$ cat config.mk
export PLATFORM = sky130hd
export DESIGN_NAME = sd_kin_ramp_ctrl_flat
export DESIGN_NICKNAME = d
export VERILOG_FILES = /design/src/rtl/sd_kin_ramp_ctrl_if.sv /design/src/rtl/sd_kin_ramp_ctrl.sv /design/src/flat_wrapper.sv
export SDC_FILE = /design/constraint.sdc
export NUM_CORES = 1
export LEC_CHECK = 0
export ABC_AREA = 0
export CORE_MARGIN = 4
export CORE_UTILIZATION = 45
export CTS_CLUSTER_SIZE = 8
export DETAILED_ROUTE_END_ITERATION = 12
export PLACE_DENSITY = 0.61
export SLEW_MARGIN = 5
export SYNTH_ARGS = -nofsm -noshare
export SYNTH_HDL_FRONTEND = slang
export SYNTH_SLANG_ARGS = --single-unit
$ cat constraint.sdc
create_clock -name clk -period 12 [get_ports clk]
set_input_delay 2.4 -clock clk [delete_from_list [all_inputs] [get_ports clk]]
set_output_delay 2.4 -clock clk [all_outputs]
set_load 0.02 [all_outputs]
$ cat src/rtl/sd_kin_ramp_ctrl_if.sv
// rtl/sd_kin_ramp_ctrl_if.sv - retune request handshake bundle for sd_kin_ramp_ctrl
//
// Purpose: carries one retune request (target, step, dwell) from the
// control/register logic to the kin ramp controller.
// Signals:
//   req_valid  requester -> controller  request present, held until accepted
//   req_ready  controller -> requester  controller idle and able to accept
//   req_kval   requester -> controller  target frequency word (16.16 unsigned)
//   req_step   requester -> controller  step per update, 0 = jump to target
//   req_dwell  requester -> controller  extra cycles between updates
// Modports: master = requester side, slave = controller side.
interface sd_kin_ramp_ctrl_if #(
  parameter int BITWIDTH = 32,
  parameter int DWELLW   = 16
);
  logic                req_valid;
  logic                req_ready;
  logic [BITWIDTH-1:0] req_kval;
  logic [BITWIDTH-1:0] req_step;
  logic [DWELLW-1:0]   req_dwell;

  modport master (
    output req_valid,
    output req_kval,
    output req_step,
    output req_dwell,
    input  req_ready
  );

  modport slave (
    input  req_valid,
    input  req_kval,
    input  req_step,
    input  req_dwell,
    output req_ready
  );
endinterface

$ cat src/rtl/sd_kin_ramp_ctrl.sv
// rtl/sd_kin_ramp_ctrl.sv - kin frequency-word ramp sequencer for the sigma-delta modulator
//
// Purpose: accepts retune requests and walks kin_out toward each target in
// req_step increments every req_dwell+1 cycles, then holds for SETTLE_CYCLES
// and pulses done. Optional target saturation enabled by macro SD_KIN_CLAMP_EN.
// Ports:
//   clk      single clock
//   reset    synchronous, active-high
//   req      sd_kin_ramp_ctrl_if.slave request handshake (valid/ready + payload)
//   abort    stop the ramp/settle, freeze kin_out, return to IDLE
//   kin_out  registered frequency word to the modulator kin input
//   busy     registered, state is not IDLE
//   done     registered one-cycle pulse when settle completes
//   aborted  registered one-cycle pulse when an abort is taken
module sd_kin_ramp_ctrl #(
  parameter int                BITWIDTH      = 32,
  parameter logic [BITWIDTH-1:0] KRESET      = 32'h082E_6666,
  parameter int                DWELLW        = 16,
  parameter int                SETTLE_CYCLES = 64,
  parameter logic [BITWIDTH-1:0] KMIN        = 32'h0000_0000,
  parameter logic [BITWIDTH-1:0] KMAX        = 32'hFFFF_FFFF
) (
  input  logic                 clk,
  input  logic                 reset,
  sd_kin_ramp_ctrl_if.slave    req,
  input  logic                 abort,
  output logic [BITWIDTH-1:0]  kin_out,
  output logic                 busy,
  output logic                 done,
  output logic                 aborted
);

  // One counter serves both dwell and settle, so size it for the larger.
  localparam int SETW = $clog2(SETTLE_CYCLES) + 1;
  localparam int CNTW = (DWELLW > SETW) ? DWELLW : SETW;
  localparam logic [CNTW-1:0] SETTLE_LOAD = CNTW'(SETTLE_CYCLES - 1);

  typedef enum logic [1:0] {
    IDLE   = 2'd0,
    RAMP   = 2'd1,
    SETTLE = 2'd2
  } state_t;

  state_t              state_q, next_state;
  logic [BITWIDTH-1:0] kin_q, kin_d;
  logic [BITWIDTH-1:0] target_q, target_d;
  logic [BITWIDTH-1:0] step_q, step_d;
  logic [DWELLW-1:0]   dwell_q, dwell_d;
  logic [CNTW-1:0]     cnt_q, cnt_d;
  logic                ready_q, busy_q, done_q, aborted_q;
  logic                done_d, aborted_d;

  function automatic logic [BITWIDTH-1:0] clamp_k(input logic [BITWIDTH-1:0] k);
    if (k < KMIN)      clamp_k = KMIN;
    else if (k > KMAX) clamp_k = KMAX;
    else               clamp_k = k;
  endfunction

  logic [BITWIDTH-1:0] tgt_in;
`ifdef SD_KIN_CLAMP_EN
  assign tgt_in = clamp_k(req.req_kval);
`else
  assign tgt_in = req.req_kval;
`endif

  logic req_fire, direct, cnt_zero, going_up, lands;
  logic [BITWIDTH-1:0] diff_up, diff_dn, kin_step;

  assign req_fire = (state_q == IDLE) && req.req_valid;
  assign direct   = (req.req_step == '0) || (tgt_in == kin_q);
  assign cnt_zero = (cnt_q == '0);

  // Compare the remaining distance against the step rather than the sum, so
  // the last step lands exactly and kin never wraps past 0 or all-ones.
  assign going_up = (target_q > kin_q);
  assign diff_up  = target_q - kin_q;
  assign diff_dn  = kin_q - target_q;
  always_comb begin
    kin_step = kin_q;
    if (going_up) kin_step = (diff_up <= step_q) ? target_q : kin_q + step_q;
    else          kin_step = (diff_dn <= step_q) ? target_q : kin_q - step_q;
  end
  assign lands = (kin_step == target_q);

  // State register
  always_ff @(posedge clk) begin
    if (reset) state_q <= IDLE;
    else       state_q <= next_state;
  end

  // Next-state logic; abort outranks any update or settle completion.
  always_comb begin
    next_state = state_q;
    case (state_q)
      IDLE: begin
        if (req_fire) next_state = direct ? SETTLE : RAMP;
      end
      RAMP: begin
        if (abort)                  next_state = IDLE;
        else if (cnt_zero && lands) next_state = SETTLE;
      end
      SETTLE: begin
        if (abort)         next_state = IDLE;
        else if (cnt_zero) next_state = IDLE;
      end
      default: next_state = IDLE;
    endcase
  end

  // Output / datapath next values
  always_comb begin
    kin_d     = kin_q;
    target_d  = target_q;
    step_d    = step_q;
    dwell_d   = dwell_q;
    cnt_d     = cnt_q;
    done_d    = 1'b0;
    aborted_d = 1'b0;
    case (state_q)
      IDLE: begin
        if (req_fire) begin
          target_d = tgt_in;
          step_d   = req.req_step;
          dwell_d  = req.req_dwell;
          if (direct) begin
            kin_d = tgt_in;
            cnt_d = SETTLE_LOAD;
          end else begin
            cnt_d = CNTW'(req.req_dwell);
          end
        end
      end
      RAMP: begin
        if (abort) begin
          aborted_d = 1'b1;
        end else if (cnt_zero) begin
          kin_d = kin_step;
          cnt_d = lands ? SETTLE_LOAD : CNTW'(dwell_q);
        end else begin
          cnt_d = cnt_q - 1'b1;
        end
      end
      SETTLE: begin
        if (abort)         aborted_d = 1'b1;
        else if (cnt_zero) done_d    = 1'b1;
        else               cnt_d     = cnt_q - 1'b1;
      end
      default: ;
    endcase
  end

  // Datapath and registered outputs; ready/busy follow the state being entered
  // so they are valid on the first cycle of that state.
  always_ff @(posedge clk) begin
    if (reset) begin
      kin_q     <= KRESET;
      target_q  <= '0;
      step_q    <= '0;
      dwell_q   <= '0;
      cnt_q     <= '0;
      ready_q   <= 1'b1;
      busy_q    <= 1'b0;
      done_q    <= 1'b0;
      aborted_q <= 1'b0;
    end else begin
      kin_q     <= kin_d;
      target_q  <= target_d;
      step_q    <= step_d;
      dwell_q   <= dwell_d;
      cnt_q     <= cnt_d;
      ready_q   <= (next_state == IDLE);
      busy_q    <= (next_state != IDLE);
      done_q    <= done_d;
      aborted_q <= aborted_d;
    end
  end

  assign kin_out       = kin_q;
  assign req.req_ready = ready_q;
  assign busy          = busy_q;
  assign done          = done_q;
  assign aborted       = aborted_q;

endmodule

$ cat src/flat_wrapper.sv
// flat-port wrapper written by rule: the top's interface ports become plain ports
module sd_kin_ramp_ctrl_flat 
#(
  parameter int                BITWIDTH      = 32,
  parameter logic [BITWIDTH-1:0] KRESET      = 32'h082E_6666,
  parameter int                DWELLW        = 16,
  parameter int                SETTLE_CYCLES = 64,
  parameter logic [BITWIDTH-1:0] KMIN        = 32'h0000_0000,
  parameter logic [BITWIDTH-1:0] KMAX        = 32'hFFFF_FFFF
)
  (clk, reset, abort, kin_out, busy, done, aborted, req_req_valid, req_req_kval, req_req_step, req_req_dwell, req_req_ready);
  sd_kin_ramp_ctrl_if #(.BITWIDTH(BITWIDTH), .DWELLW(DWELLW)) req_i ();
  input  logic clk;
  input  logic reset;
  input  logic abort;
  output logic [BITWIDTH-1:0] kin_out;
  output logic busy;
  output logic done;
  output logic aborted;
  input wire logic [$bits(req_i.req_valid)-1:0] req_req_valid;
  input wire logic [$bits(req_i.req_kval)-1:0] req_req_kval;
  input wire logic [$bits(req_i.req_step)-1:0] req_req_step;
  input wire logic [$bits(req_i.req_dwell)-1:0] req_req_dwell;
  output wire logic [$bits(req_i.req_ready)-1:0] req_req_ready;
  assign req_i.req_valid = req_req_valid;
  assign req_i.req_kval = req_req_kval;
  assign req_i.req_step = req_req_step;
  assign req_i.req_dwell = req_req_dwell;
  assign req_req_ready = req_i.req_ready;
  sd_kin_ramp_ctrl #(.BITWIDTH(BITWIDTH), .KRESET(KRESET), .DWELLW(DWELLW), .SETTLE_CYCLES(SETTLE_CYCLES), .KMIN(KMIN), .KMAX(KMAX)) u_core (.clk(clk), .reset(reset), .req(req_i), .abort(abort), .kin_out(kin_out), .busy(busy), .done(done), .aborted(aborted));
endmodule
==> summary.md <==
| Metric | Value |
|---|---|
| Status | `complete, no violations` |
| Final WS setup | `2900 ps` |
| Tcrit/Tclk final | `75.8%` |
| Max_slew headroom | `29.9%` |
| CTS max path bufs | `2` |
| GRT Total Usage | `34.8%` |
| Die Span Y | `199 µm` |
| Setup TNS | `0 ps` |
| R2R depth | `27` |
| Clock transition at path regs | `70 ps` |
| Largest net degree at the start of global routing | `79` |
| CTS root buf | `clkbuf_16` |
| Min-Delay Path Depth | `2` |
| Worst Min Path Start | `u_core.dwell_q[10]$_SDFFE_PP0P_` |
| Area grow syn2layout | `12.0%` |
| Setup CP Type | `flip-flop to flip-flop` |
| Syn_area_per_cell | `7.10 µm²` |
| Setup bufs post-CTS | `0` |
| Flops & latches, synth | `134` |
| Hold_buf cts | `0` |
| Initial cell density of the core | `46.0%` |
| Startpoint types | `flip-flop` |
| Worst min-delay path class | `flip-flop to flip-flop` |
| DR iter-0 viols | `2076` |
| Final hold violation count | `0` |
| Final Util | `51.5%` |
| RR Startpoint | `u_core.kin_out[1]$_SDFFE_PP1P_` |
| Setup violators final | `0` |
| Number of max-cap violations | `0` |
| Crit path time final | `9100 ps` |
| Gp weighted congestion | `1.02` |
| Cell row count | `69` |
| Least-Margin Pin Slew | `1050 ps` |
| Async set-reset flop share out of synthesis | `0%` |
| Total Nets Final | `2624` |
| Required time of the critical path | `12330 ps` |
| Crit path max fanout | `29` |
| Cts repair resizes | `0` |
| Vias in the first global route | `17000` |
| Grt ovf | `0` |
| Synth cell types | `84` |
| Top FF cell, synth | `dfxtp_1` |
| Most numerous cell in the Yosys netlist | `nand2_1` |
| DRT antenna net count | `0` |
| Post-Syn Instances | `2320` |
| Dpl hpwl | `57100 µm` |
| Global-route wire length before repair | `106000 µm` |
| CTS tree | `built` |
| Largest area contributor in the netlist | `dfxtp_1` |
| Initial antenna violation count | `1` |
| Number of CTS-inserted buffers | `17` |
| Worst Setup End Kind | `flip-flop` |
| H-Tree Depth | `4` |
| Netlist Area Pre-Place | `0.0165 mm²` |
| IO buf count | `119` |
| Top post-synthesis cells by count | `nand2_1 (284), a21oi_1 (277), ha_1 (194)` |
| Share of the synthesized area in the top cell type | `16.3%` |
| IO Pins | `120` |
| Net Count, Synth | `2602` |
| WHS Endpoint | `u_core.dwell_q[10]$_SDFFE_PP0P_` |
| Syn. warnings | `0` |
| Layout fillers | `3669` |
| Register area share after synthesis | `16.3%` |
| Layout cells sized above 1 | `3.57%` |
| Total number of vias | `18300` |
| Worst path arrival time | `9430 ps` |
| Footprint of the multi-input gates | `0.0127 mm²` |
| Place WS | `3060 ps` |
| Dominant cells by area after synthesis | `dfxtp_1 (16%), ha_1 (15%), a21oi_1 (8.4%)` |
| Slew Viols, Final | `0` |
| Worst r2r dst | `u_core.req.req_ready$_SDFF_PP1_` |
| PD cells | `154 mW/mm²` |
| Slowest cell on crit path | `o311ai_0` |
| Final WL | `71300 µm` |
| Highest clock rate | `0.110 GHz` |
| Number of diodes | `0` |
| Register Area | `0.00268 mm²` |
| Leakage | `0.00733 µW` |
| Wire length per cell | `25.3 µm` |
| DRC viols | `0` |
| Drt first pass iters | `9` |
| CTS Sinks | `134` |
| Worst VDD drop | `0.0991 mV` |
| Worst-Skew Late Latency | `450 ps` |
| Core ar. | `0.0358 mm²` |
| Via/cell ratio | `6.50` |
| Reg2reg setup slack | `2900 ps` |
| Chip Width | `199 µm` |
| Max Clock Skew | `25.5 ps` |
| Die ar. | `0.0397 mm²` |
| Number of flops mapped to enable cells by yosys | `0` |
| RSZ-0062 raised after global routing | `false` |
| Max stage delay on crit path | `780 ps` |
[power breakdown]
group          internal (µW)  switching, µW
registers                482           78.9
logic                    638           1100
clock network            297            243
[critical path: cells and delay by family (launching register included)]
kind,cells,cell delay [ps]
buf+inv,1,100
xor+xnor,1,140
fa+ha+maj,2,640
compound gates,14,4560
simple gates,9,2830
flops,1,710
[metal layers]
metal	track usage, %	vias to the layer above	wire (µm)	share of wire (%)
met5	0	-	0	0
met4	10.5	0	2280	3.2
met3	5.80	125	6750	9.5
met2	53.5	888	31000	44
met1	50.0	8828	31200	44
li1	-	8476	-	-
[registers in the layout (all words and copies together), names as in the netlist]
register              cells
u_core.step_q            32
u_core.req.req_ready      1
u_core.target_q          32
u_core.state_q            2
u_core.aborted            1
u_core.cnt_q             16
u_core.done               1
u_core.dwell_q           16
u_core.kin_out           32
u_core.busy               1
[area by class of cell]
cell class	instances	area share, %
Inverter	161	3.27
Multi-Input combinational cell	1895	68.9
Timing Repair Buffer	133	7.01
Tap cell	461	3.12
Sequential cell	134	14.5
Clock buffer	18	2.38
Clock inverter	14	0.766
[worst max-delay path by stage]
stage | start | to | cells past startpoint
global route | u_core.kin_out[1]$_SDFFE_PP1P_ | u_core.cnt_q[5]$_SDFFE_PP0P_ | 29
floorplan | u_core.kin_out[1]$_SDFFE_PP1P_ | u_core.req.req_ready$_SDFF_PP1_ | 28
global placement | u_core.kin_out[1]$_SDFFE_PP1P_ | u_core.req.req_ready$_SDFF_PP1_ | 27
finish | u_core.kin_out[1]$_SDFFE_PP1P_ | u_core.req.req_ready$_SDFF_PP1_ | 27
detailed placement | u_core.kin_out[1]$_SDFFE_PP1P_ | u_core.req.req_ready$_SDFF_PP1_ | 27
CTS | u_core.kin_out[1]$_SDFFE_PP1P_ | u_core.req.req_ready$_SDFF_PP1_ | 27
[per-stage QoR]
step / power [µW] / instances / instance area [µm²] / hold WS [ps]
2_1_floorplan: 1710 / 2320 / 16500 / 433
3_3_place_gp: 2230 / 2784 / 17900 / 440
3_5_place_dp: 2250 / 2784 / 17900 / 444
4_1_cts: 2790 / 2816 / 18500 / 453
5_1_grt: 3000 / 2816 / 18500 / 469
6_report: 2830 / 2816 / 18500 / 454
[logic make-up (layout without fill, tap and decap cells)]
family | Yosys count | in the layout | share of synthesized area, %
AO/OA/AOI/OAI | 793 | 793 | 31.7
XOR/XNOR | 162 | 162 | 8.70
adder cells (fa/ha/maj) | 198 | 198 | 15.2
buffers and inverters | 291 | 326 | 6.69
flip-flops | 134 | 134 | 16.3
multiplexers | 16 | 16 | 0.987
AND/OR/NAND/NOR | 726 | 726 | 20.5
[cell usage in the layout (no fill, tap or decap), types with 17 or more instances in the layout]
| cell type | instances |
|---|---|
| nand2b_1 | 20 |
| o21a_1 | 21 |
| o21bai_1 | 24 |
| o22ai_1 | 20 |
| nand4_1 | 35 |
| a31oi_1 | 17 |
| o21ai_0 | 106 |
| o221ai_1 | 19 |
| a22oi_1 | 17 |
| nor2b_1 | 18 |
| ha_1 | 193 |
| a21oi_1 | 276 |
| o211ai_1 | 43 |
| nand3_1 | 40 |
| a21o_1 | 57 |
| clkdlybuf4s50_1 | 118 |
| nand2_1 | 283 |
| nor4_1 | 39 |
| clkbuf_16 | 17 |
| a211oi_1 | 35 |
| inv_1 | 156 |
| a221oi_1 | 23 |
| nor2_1 | 169 |
| dfxtp_1 | 134 |
| nor3_1 | 45 |
| xor2_1 | 67 |
| xnor2_1 | 93 |
No activity file was read; power rests on OpenSTA's default activity.
